<file path="src/rtl/rgmii_tx_ce_serializer_if.sv">
// GMII-side byte interface between the TX MAC (master) and the RGMII serializer (slave).
// tx_ce is a one-cycle strobe from the serializer; txd/tx_en/tx_er are sampled at the
// clock edge that closes a cycle with tx_ce = 1, and are don't-care in every other cycle.
interface rgmii_tx_ce_serializer_if;
    logic [7:0] txd;
    logic       tx_en;
    logic       tx_er;
    logic       tx_ce;

    modport master (output txd, output tx_en, output tx_er, input tx_ce);
    modport slave  (input txd, input tx_en, input tx_er, output tx_ce);
endinterface

</file>
<file path="src/rtl/rgmii_tx_ce_serializer.sv">
// RGMII TX serializer at 250 MHz: turns GMII bytes fetched by a ce strobe into SDR
// nibbles plus a generated TX clock for 1000/100/10 Mb/s, with a local reset synchroniser.
module rgmii_tx_ce_serializer (
    input  logic                           clk250_i,
    input  logic                           reset_r_lo,
    input  logic [1:0]                     speed_i,
    rgmii_tx_ce_serializer_if.slave        gmii,
    output logic                           reset_clk125_o,
    output logic                           rgmii_tx_clk_o,
    output logic [3:0]                     rgmii_txd_o,
    output logic                           rgmii_tx_ctl_o
);

    // Phase of the current byte slot: bit 1 = nibble, bit 0 = clock half.
    typedef enum logic [1:0] {
        PH_LO_CLKH = 2'b00,
        PH_LO_CLKL = 2'b01,
        PH_HI_CLKH = 2'b10,
        PH_HI_CLKL = 2'b11
    } phase_t;

    function automatic logic [5:0] half_max(input logic [1:0] spd);
        if (spd[1])      half_max = 6'd0;
        else if (spd[0]) half_max = 6'd4;
        else             half_max = 6'd49;
    endfunction

    logic [3:0] rst_sync_q;

    phase_t     phase_q, phase_d;
    logic [5:0] cnt_q, cnt_d;
    logic [1:0] spd_q, spd_d;
    logic [7:0] byte_q, byte_d;
    logic       en_q, en_d;
    logic       er_q, er_d;
    logic       first_q;
    logic       ce_q, ce_d;
    logic       clk_q, clk_d;
    logic       ctl_q, ctl_d;
    logic [3:0] txd_q, txd_d;

    always_ff @(posedge clk250_i or posedge reset_r_lo) begin
        if (reset_r_lo) rst_sync_q <= 4'hF;
        else            rst_sync_q <= {rst_sync_q[2:0], 1'b0};
    end

    // Outputs are computed from the next state, so each register shows the cycle it belongs to.
    always_comb begin
        phase_d = phase_q;
        cnt_d   = cnt_q;
        spd_d   = spd_q;
        byte_d  = byte_q;
        en_d    = en_q;
        er_d    = er_q;
        if (ce_q) begin
            if (first_q || !gmii.tx_en) spd_d = speed_i;
            byte_d  = gmii.txd;
            en_d    = gmii.tx_en;
            er_d    = gmii.tx_er;
            phase_d = PH_LO_CLKH;
            cnt_d   = 6'd0;
        end else if (spd_q[1]) begin
            phase_d = PH_HI_CLKL;
        end else if (cnt_q == half_max(spd_q)) begin
            cnt_d = 6'd0;
            case (phase_q)
                PH_LO_CLKH: phase_d = PH_LO_CLKL;
                PH_LO_CLKL: phase_d = PH_HI_CLKH;
                PH_HI_CLKH: phase_d = PH_HI_CLKL;
                default:    phase_d = PH_LO_CLKH;
            endcase
        end else begin
            cnt_d = cnt_q + 6'd1;
        end

        txd_d = phase_d[1] ? byte_d[7:4] : byte_d[3:0];
        ctl_d = phase_d[0] ? (en_d ^ er_d) : en_d;
        clk_d = ~phase_d[0];
        if (spd_d[1]) ce_d = phase_d[1];
        else          ce_d = (phase_d == PH_HI_CLKL) && (cnt_d == half_max(spd_d));
    end

    always_ff @(posedge clk250_i or posedge reset_r_lo) begin
        if (reset_r_lo) begin
            phase_q <= PH_HI_CLKL;
            cnt_q   <= 6'd0;
            spd_q   <= 2'b10;
            byte_q  <= 8'd0;
            en_q    <= 1'b0;
            er_q    <= 1'b0;
            first_q <= 1'b1;
            ce_q    <= 1'b0;
            clk_q   <= 1'b0;
            ctl_q   <= 1'b0;
            txd_q   <= 4'd0;
        end else if (rst_sync_q[3]) begin
            phase_q <= PH_HI_CLKL;
            cnt_q   <= 6'd0;
            spd_q   <= 2'b10;
            byte_q  <= 8'd0;
            en_q    <= 1'b0;
            er_q    <= 1'b0;
            first_q <= 1'b1;
            // Raise ce together with the synchroniser release so the first free cycle fetches a byte.
            ce_q    <= ~rst_sync_q[2];
            clk_q   <= 1'b0;
            ctl_q   <= 1'b0;
            txd_q   <= 4'd0;
        end else begin
            phase_q <= phase_d;
            cnt_q   <= cnt_d;
            spd_q   <= spd_d;
            byte_q  <= byte_d;
            en_q    <= en_d;
            er_q    <= er_d;
            first_q <= 1'b0;
            ce_q    <= ce_d;
            clk_q   <= clk_d;
            ctl_q   <= ctl_d;
            txd_q   <= txd_d;
        end
    end

    assign reset_clk125_o = rst_sync_q[3];
    assign gmii.tx_ce     = ce_q;
    assign rgmii_tx_clk_o = clk_q;
    assign rgmii_tx_ctl_o = ctl_q;
    assign rgmii_txd_o    = txd_q;

endmodule

</file>
<file path="src/flat_wrapper.sv">
// flat-port wrapper written by rule: the top's interface ports become plain ports
module rgmii_tx_ce_serializer_flat 
  (clk250_i, reset_r_lo, speed_i, reset_clk125_o, rgmii_tx_clk_o, rgmii_txd_o, rgmii_tx_ctl_o, gmii_txd, gmii_tx_en, gmii_tx_er, gmii_tx_ce);
  rgmii_tx_ce_serializer_if gmii_i ();
  input  logic clk250_i;
  input  logic reset_r_lo;
  input  logic [1:0] speed_i;
  output logic reset_clk125_o;
  output logic rgmii_tx_clk_o;
  output logic [3:0] rgmii_txd_o;
  output logic rgmii_tx_ctl_o;
  input wire logic [$bits(gmii_i.txd)-1:0] gmii_txd;
  input wire logic [$bits(gmii_i.tx_en)-1:0] gmii_tx_en;
  input wire logic [$bits(gmii_i.tx_er)-1:0] gmii_tx_er;
  output wire logic [$bits(gmii_i.tx_ce)-1:0] gmii_tx_ce;
  assign gmii_i.txd = gmii_txd;
  assign gmii_i.tx_en = gmii_tx_en;
  assign gmii_i.tx_er = gmii_tx_er;
  assign gmii_tx_ce = gmii_i.tx_ce;
  rgmii_tx_ce_serializer u_core (.clk250_i(clk250_i), .reset_r_lo(reset_r_lo), .speed_i(speed_i), .gmii(gmii_i), .reset_clk125_o(reset_clk125_o), .rgmii_tx_clk_o(rgmii_tx_clk_o), .rgmii_txd_o(rgmii_txd_o), .rgmii_tx_ctl_o(rgmii_tx_ctl_o));
endmodule
</file>
<file path="config.mk">
export PLATFORM = sky130hd
export DESIGN_NAME = rgmii_tx_ce_serializer_flat
export DESIGN_NICKNAME = d
export VERILOG_FILES = /design/src/rtl/rgmii_tx_ce_serializer_if.sv /design/src/rtl/rgmii_tx_ce_serializer.sv /design/src/flat_wrapper.sv
export SDC_FILE = /design/constraint.sdc
export NUM_CORES = 1
export LEC_CHECK = 0
export BUFFER_PORTS_ARGS = -buffer_cell sky130_fd_sc_hd__buf_2
export CORE_MARGIN = 1.5
export CORE_UTILIZATION = 45
export CTS_CLUSTER_SIZE = 25
export DETAILED_ROUTE_END_ITERATION = 16
export PLACE_DENSITY = 0.65
export SLEW_MARGIN = 25
export SYNTH_ARGS = -nofsm -noshare
export SYNTH_HDL_FRONTEND = slang
export SYNTH_SLANG_ARGS = --single-unit
</file>
<file path="constraint.sdc">
create_clock -name clk250_i -period 2.7 [get_ports clk250_i]
set_input_delay 0.54 -clock clk250_i [delete_from_list [all_inputs] [get_ports clk250_i]]
set_output_delay 0.54 -clock clk250_i [all_outputs]
set_load 0.05 [all_outputs]
</file>
# Word level (Yosys, flattened, before mapping)
# Cells that the tools add are included.
dict set report totals {
  out_inout_bits 8
  romBits 0
  word_cells 56
  n_memories 0
  latch_bits 0
  ff_bits 32
  input_bits 14
  mem_bits_rw 0
}
dict set report classes {
  mux 31
  reduce_logical 4
  shifts 0
  div 0
  add_sub_neg 1
  n_lt_le_gt_ge 0
  eq_ne 5
  n_bitwise 3
  multipliers 0
}
# op n
set op_table {}
lappend op_table {{$mux W6} 9}
lappend op_table {{$mux W8} 2}
lappend op_table {{$mux W2} 7}
lappend op_table {{$eq A6 B6 Y1} 2}
lappend op_table {{$mux W1} 10}
lappend op_table {{$mux W4} 2}
lappend op_table {{$add A6 B1 Y6 const B} 1}
lappend op_table {{$pmux W2 S3} 1}
lappend op_table {{$eq A2 B2 Y1 const B} 2}
lappend op_table {{$eq A2 B1 Y1 const B} 1}
lappend op_table {{$logic_not A2 Y1} 1}
lappend op_table {{$not A1 Y1} 2}
lappend op_table {{$logic_and A1 B1 Y1} 1}
lappend op_table {{$logic_not A1 Y1} 1}
lappend op_table {{$logic_or A1 B1 Y1} 1}
lappend op_table {{$xor A1 B1 Y1} 1}

# Longest topological paths before layout
dict set report logic_depth {
  word_depth 11
  depth_mapped 8
  depth_no_buf 7
}

# Least setup slack after synthesis
# No wires, ideal clock.
dict set report synth_path {
  path_type {reg-to-reg}
  from {reg u_core.cnt_q[1]}
  to {reg u_core.ce_q (netlist: u_core.gmii.tx_ce)}
  n_path_buf 1
  synth_period_minus_slack_ns 2.069
  setup_slack_ns 0.631
  setup_ns 0.065
  arrival_ns 2.004
  required_ns 2.635
  stages_incl_launch_ff 8
  cell_sequence {dfrtp_1 > ha_1 > clkbuf_1 > or4_1 > a31oi_1 > nand3_1 > a2111oi_0 > o22a_1}
}
dict set report synth_between {
  elab_chain_cells 8
  word_cells_on_any_way 13
  cone_classes {1 x add/sub; 3 x eq/ne; 8 x mux; 1 x reduce/logical}
}
# item line_no
set synth_lines {}
lappend synth_lines {{from (decl)} rgmii_tx_ce_serializer.sv:31} ;# logic [5:0] cnt_q, cnt_d;
lappend synth_lines {{from (signal assigned)} rgmii_tx_ce_serializer.sv:111} ;# cnt_q <= cnt_d;
lappend synth_lines {{$add A6 B1 Y6 or $eq A6 B6 Y1 (tied branches)} {rgmii_tx_ce_serializer.sv:73, rgmii_tx_ce_serializer.sv:64}}
lappend synth_lines {{$mux W6 or $mux W2 (tied branches)} rgmii_tx_ce_serializer.sv:64} ;# end else if (cnt_q == half_max(spd_q)) begin
lappend synth_lines {{$mux W6 or $mux W2 (tied branches)} rgmii_tx_ce_serializer.sv:62} ;# end else if (spd_q[1]) begin
lappend synth_lines {{$mux W6 or $mux W2 (tied branches)} rgmii_tx_ce_serializer.sv:55} ;# if (ce_q) begin
lappend synth_lines {{$eq A6 B6 Y1 or $eq A2 B2 Y1 (tied branches)} rgmii_tx_ce_serializer.sv:80} ;# else ce_d = (phase_d == PH_HI_CLKL) && (cnt_d == half_max(spd_d));
lappend synth_lines {{$logic_and A1 B1 Y1} rgmii_tx_ce_serializer.sv:80}
lappend synth_lines {{$mux W1 (*)} rgmii_tx_ce_serializer.sv:79} ;# if (spd_d[1]) ce_d = phase_d[1];
lappend synth_lines {{$mux W1 (*)} rgmii_tx_ce_serializer.sv:96} ;# end else if (rst_sync_q[3]) begin
lappend synth_lines {{to (signal assigned)} rgmii_tx_ce_serializer.sv:105} ;# ce_q <= ~rst_sync_q[2];
lappend synth_lines {{to (decl)} rgmii_tx_ce_serializer.sv:37} ;# logic ce_q, ce_d;
# Mark *: on every way between the ends. The rest lies on a longest branch, timed or not.

# Worst setup path in the final report
dict set report layout_path {
  from {reg u_core.cnt_q[0]}
  to {reg u_core.ce_q (netlist: u_core.gmii.tx_ce)}
}
# The elaborated chain is that of the path after synthesis.

==> results by group <==
Run status
  – Outcome: finished clean

GRT
  – Global-route wire length before repair: 5510 um
  – GRT Total Usage: 18.2%
  – GR Overflow Total: 0
  – Largest net degree at the start of global routing: 33
  – Initial antenna violation count: 0
  – Vias in the first global route: 1,161

Setup path
  – CP bufs+invs: 0
  – FF-to-FF path depth: 6
  – Peak per-stage delay on the critical path: 0.52 ns
  – Reg-to-Reg End: u_core.gmii.tx_ce$_DFF_PP0_
  – Critical path's slowest cell: or4_1
  – CP endpoint kind: flop
  – Worst EP required: 2.98 ns
  – Crit start category: flop
  – Crit path max-delay family: compound AO/OA/AOI/OAI gates
  – Critical-path cell list: ha_1 -> or4_1 -> a31oi_1 -> nand3_1 -> a2111oi_0 -> o22a_1
  – R2R setup slack: 0.38 ns
  – CP max FO: 12
  – CP arrival: 2.60 ns
  – Reg-to-reg startpoint: u_core.cnt_q[0]$_DFF_PP0_
  – Category of the most critical setup path: flop to flop

Route
  – Final ANT Viol Nets: 0
  – Drt pass-1 iters: 4
  – Final WL: 2940 um
  – Avg WL per Cell: 13.2 um
  – Via count: 1,165
  – Final routed DRC violation total: 0
  – Vias per cell: 5.22
  – Drt initial violations: 62

Clocking
  – Postcts setup bufs: 0
  – Hold buffers post-CTS: 0
  – Clock Tree Buf Depth: 2
  – CTS tree: yes
  – Clock transition at the registers of the reported paths: 0.10 ns
  – Clock latency on the worst-skew pair: 0.33 ns
  – Clk sink count: 32
  – Num CTS Buffers: 5
  – Post-cts sizing count: 0
  – H-tree Lvls: 2
  – CTS Root Cell: clkbuf_4

Power
  – Combinational power share: 18.5%
  – Internal power: 0.849 mW
  – Leak: 0.855 nW
  – Switch share: 28.4%
  – Clk pwr share: 34.4%
  – Worst vdd ir: 0.000309 V
  – Pwr/cell area: 651 nW/um^2
  – Seq pwr share: 47.2%
  – Sw Pwr: 0.338 mW

Floorplanning
  – Row count: 21
  – Die Ht: 62.2 um
  – Core footprint: 3340 um^2
  – I/O pin cnt: 22
  – Die area: 3860 um^2
  – Die X: 62.2 um
  – Initial core utilization: 47.2%

Synthesis
  – Register area share after synthesis: 51.5%
  – Post-synth EDFFs: 0
  – Cell variety after synth: 41
  – Register bit total from synthesis: 32
  – Syn Nets: 170
  – Post-synthesis mux area share: 8.26%
  – Largest family of logic cells by synthesized area: simple AND/OR/NAND/NOR gates
  – Synth Flop Type: dfrtp_1
  – Asr flop ratio synth: 100%
  – Post-synthesis compound-gate area fraction: 13.5%
  – Synth warnings: 0
  – Post-Synth Simple-Gate Area: 17.5%
  – Synth Instances: 153
  – Synth Area in Adders: 2.38%
  – Mean Syn Cell Area: 10.3 um^2
  – Synth Area in XOR/XNOR: 2.78%
  – Synthesized area: 1580 um^2

STA
  – Actual slew at the worst max-slew pin: 0.495 ns
  – Slew Viols, Final: 0
  – Clock Skew: 0.00424 ns
  – Max frequency: 431 MHz
  – Crit path setup slack, layout: 0.379 ns
  – Final setup viols: 0
  – Fin Hold WS: 0.263 ns
  – Crit path time final: 2.32 ns
  – Setup TNS: 0 ns
  – Hold Fails Final Rpt: 0
  – RSZ-0062 raised after global routing: false
  – Max_slew headroom: 66.7%
  – Final Cycle Share: 86.0%

Placement
  – I/O Buffers: 21
  – Hpwl dp: 2050 um
  – Placer Congestion: 0.828
  – Placed cells: 215
  – Dpl ws: 0.435 ns

Worst hold path
  – Min-Delay Path Class: primary input to async pin

Finish
  – Final core occ: 54.7%
  – ANT cells: 0
  – Layout cells sized above 1: 26.6%
  – Area Overhead vs Synth: 15.8%
  – Layout Cells excl Fill: 223
  – Final #Nets: 193

Flow run
  – Maxcap violations: 0
-- logic make-up after synthesis --
logic type	after synthesis
AO/OA/AOI/OAI	30
XOR/XNOR	5
adder cells (fa/ha/maj)	3
buffers and inverters	16
flip-flops	32
multiplexers	13
other	1
AND/OR/NAND/NOR	53
-- state kept, by name, indices dropped and copies added (netlist names) --
| name | cells |
|---|---|
| u_core.rst_sync_q | 4 |
| u_core.rgmii_txd_o | 4 |
| u_core.rgmii_tx_clk_o | 1 |
| u_core.cnt_q | 6 |
| u_core.first_q | 1 |
| u_core.phase_q | 2 |
| u_core.rgmii_tx_ctl_o | 1 |
| u_core.spd_q | 2 |
| u_core.gmii.tx_ce | 1 |
| u_core.er_q | 1 |
| u_core.byte_q | 8 |
| u_core.en_q | 1 |
-- worst max path at each step --
| stage | slack (ns) | from | end | depth (start not counted) |
|---|---|---|---|---|
| floorplan | 0.63 | u_core.cnt_q[1]$_DFF_PP0_ | u_core.gmii.tx_ce$_DFF_PP0_ | 7 |
| detailed placement | 0.44 | u_core.cnt_q[0]$_DFF_PP0_ | u_core.gmii.tx_ce$_DFF_PP0_ | 6 |
| global placement | 0.46 | u_core.cnt_q[0]$_DFF_PP0_ | u_core.gmii.tx_ce$_DFF_PP0_ | 6 |
| global route | 0.20 | u_core.cnt_q[0]$_DFF_PP0_ | u_core.gmii.tx_ce$_DFF_PP0_ | 6 |
| finish | 0.38 | u_core.cnt_q[0]$_DFF_PP0_ | u_core.gmii.tx_ce$_DFF_PP0_ | 6 |
| CTS | 0.41 | u_core.cnt_q[0]$_DFF_PP0_ | u_core.gmii.tx_ce$_DFF_PP0_ | 6 |
-- cell usage in the layout, fill, tap and decap left out, types with 2 or more instances in the layout --
cell type / instances
a211oi_1: 3
a21o_1: 2
a21oi_1: 7
a31oi_1: 3
buf_2: 21
buf_4: 3
clkbuf_4: 5
clkbuf_8: 2
dfrtp_1: 24
dfstp_2: 8
ha_1: 3
inv_1: 8
mux2i_1: 13
nand2_1: 7
nand2b_1: 4
nand4_1: 2
nor2_1: 22
nor2b_1: 3
o21ai_0: 5
o22a_1: 3
or2_2: 3
or4_1: 2
xnor2_1: 2
xor2_1: 3
-- power groups by stage --
| stage | registers (mW) | logic (mW) | clock network, mW |
|---|---|---|---|
| 2_1_floorplan | 0.606 | 0.122 | 0 |
| 3_3_place_gp | 0.566 | 0.217 | 0 |
| 3_5_place_dp | 0.569 | 0.222 | 0 |
| 4_1_cts | 0.560 | 0.222 | 0.419 |
| 5_1_grt | 0.568 | 0.243 | 0.442 |
| 6_report | 0.560 | 0.219 | 0.408 |
-- routing by layer --
layer  up-vias  global-route usage (%)  wire length [um]
li1        573                       -                 -
met1       563                    24.1              1400
met3         7                    4.89               112
met4         0                    7.50                57
met5         -                       0                 0
met2        22                    28.5              1370
-- per-stage QoR --
step,power [mW],cell area (um^2)
after floorplan,0.729,1580
after global placement,0.783,1730
after detailed placement,0.790,1730
after CTS,1.20,1820
after global routing,1.25,1820
final,1.19,1820
-- worst min-delay path: stages --
cell   delay, ns
buf_2       0.09
inv_1       0.04
buf_4       0.35
-- area by class of cell --
cell class,instances,area [um^2]
clock buffers,7,65.1
clock inverters,1,30.0
fillers,317,1510
inverters,8,30.0
multi-input cells,105,703
flip-flops and latches,32,811
well taps,46,57.6
repair buffers,24,128
-- synthesized netlist by cell type (2+ instances only) --
cell,number,area (um^2)
a211oi_1,3,22.5
a21o_1,2,15.0
a21oi_1,7,35.0
a31oi_1,3,18.8
clkbuf_1,6,22.5
dfrtp_1,24,601
dfstp_2,8,210
ha_1,3,37.5
inv_1,8,30.0
mux2i_1,13,130
nand2_1,7,26.3
nand2b_1,4,25.0
nand4_1,2,12.5
nor2_1,22,82.6
nor2b_1,3,18.8
o21ai_0,5,25.0
o22a_1,3,26.3
or2_2,3,18.8
or4_1,2,15.0
xnor2_1,2,17.5
xor2_1,3,26.3
Power figures use the tool's default switching activity.
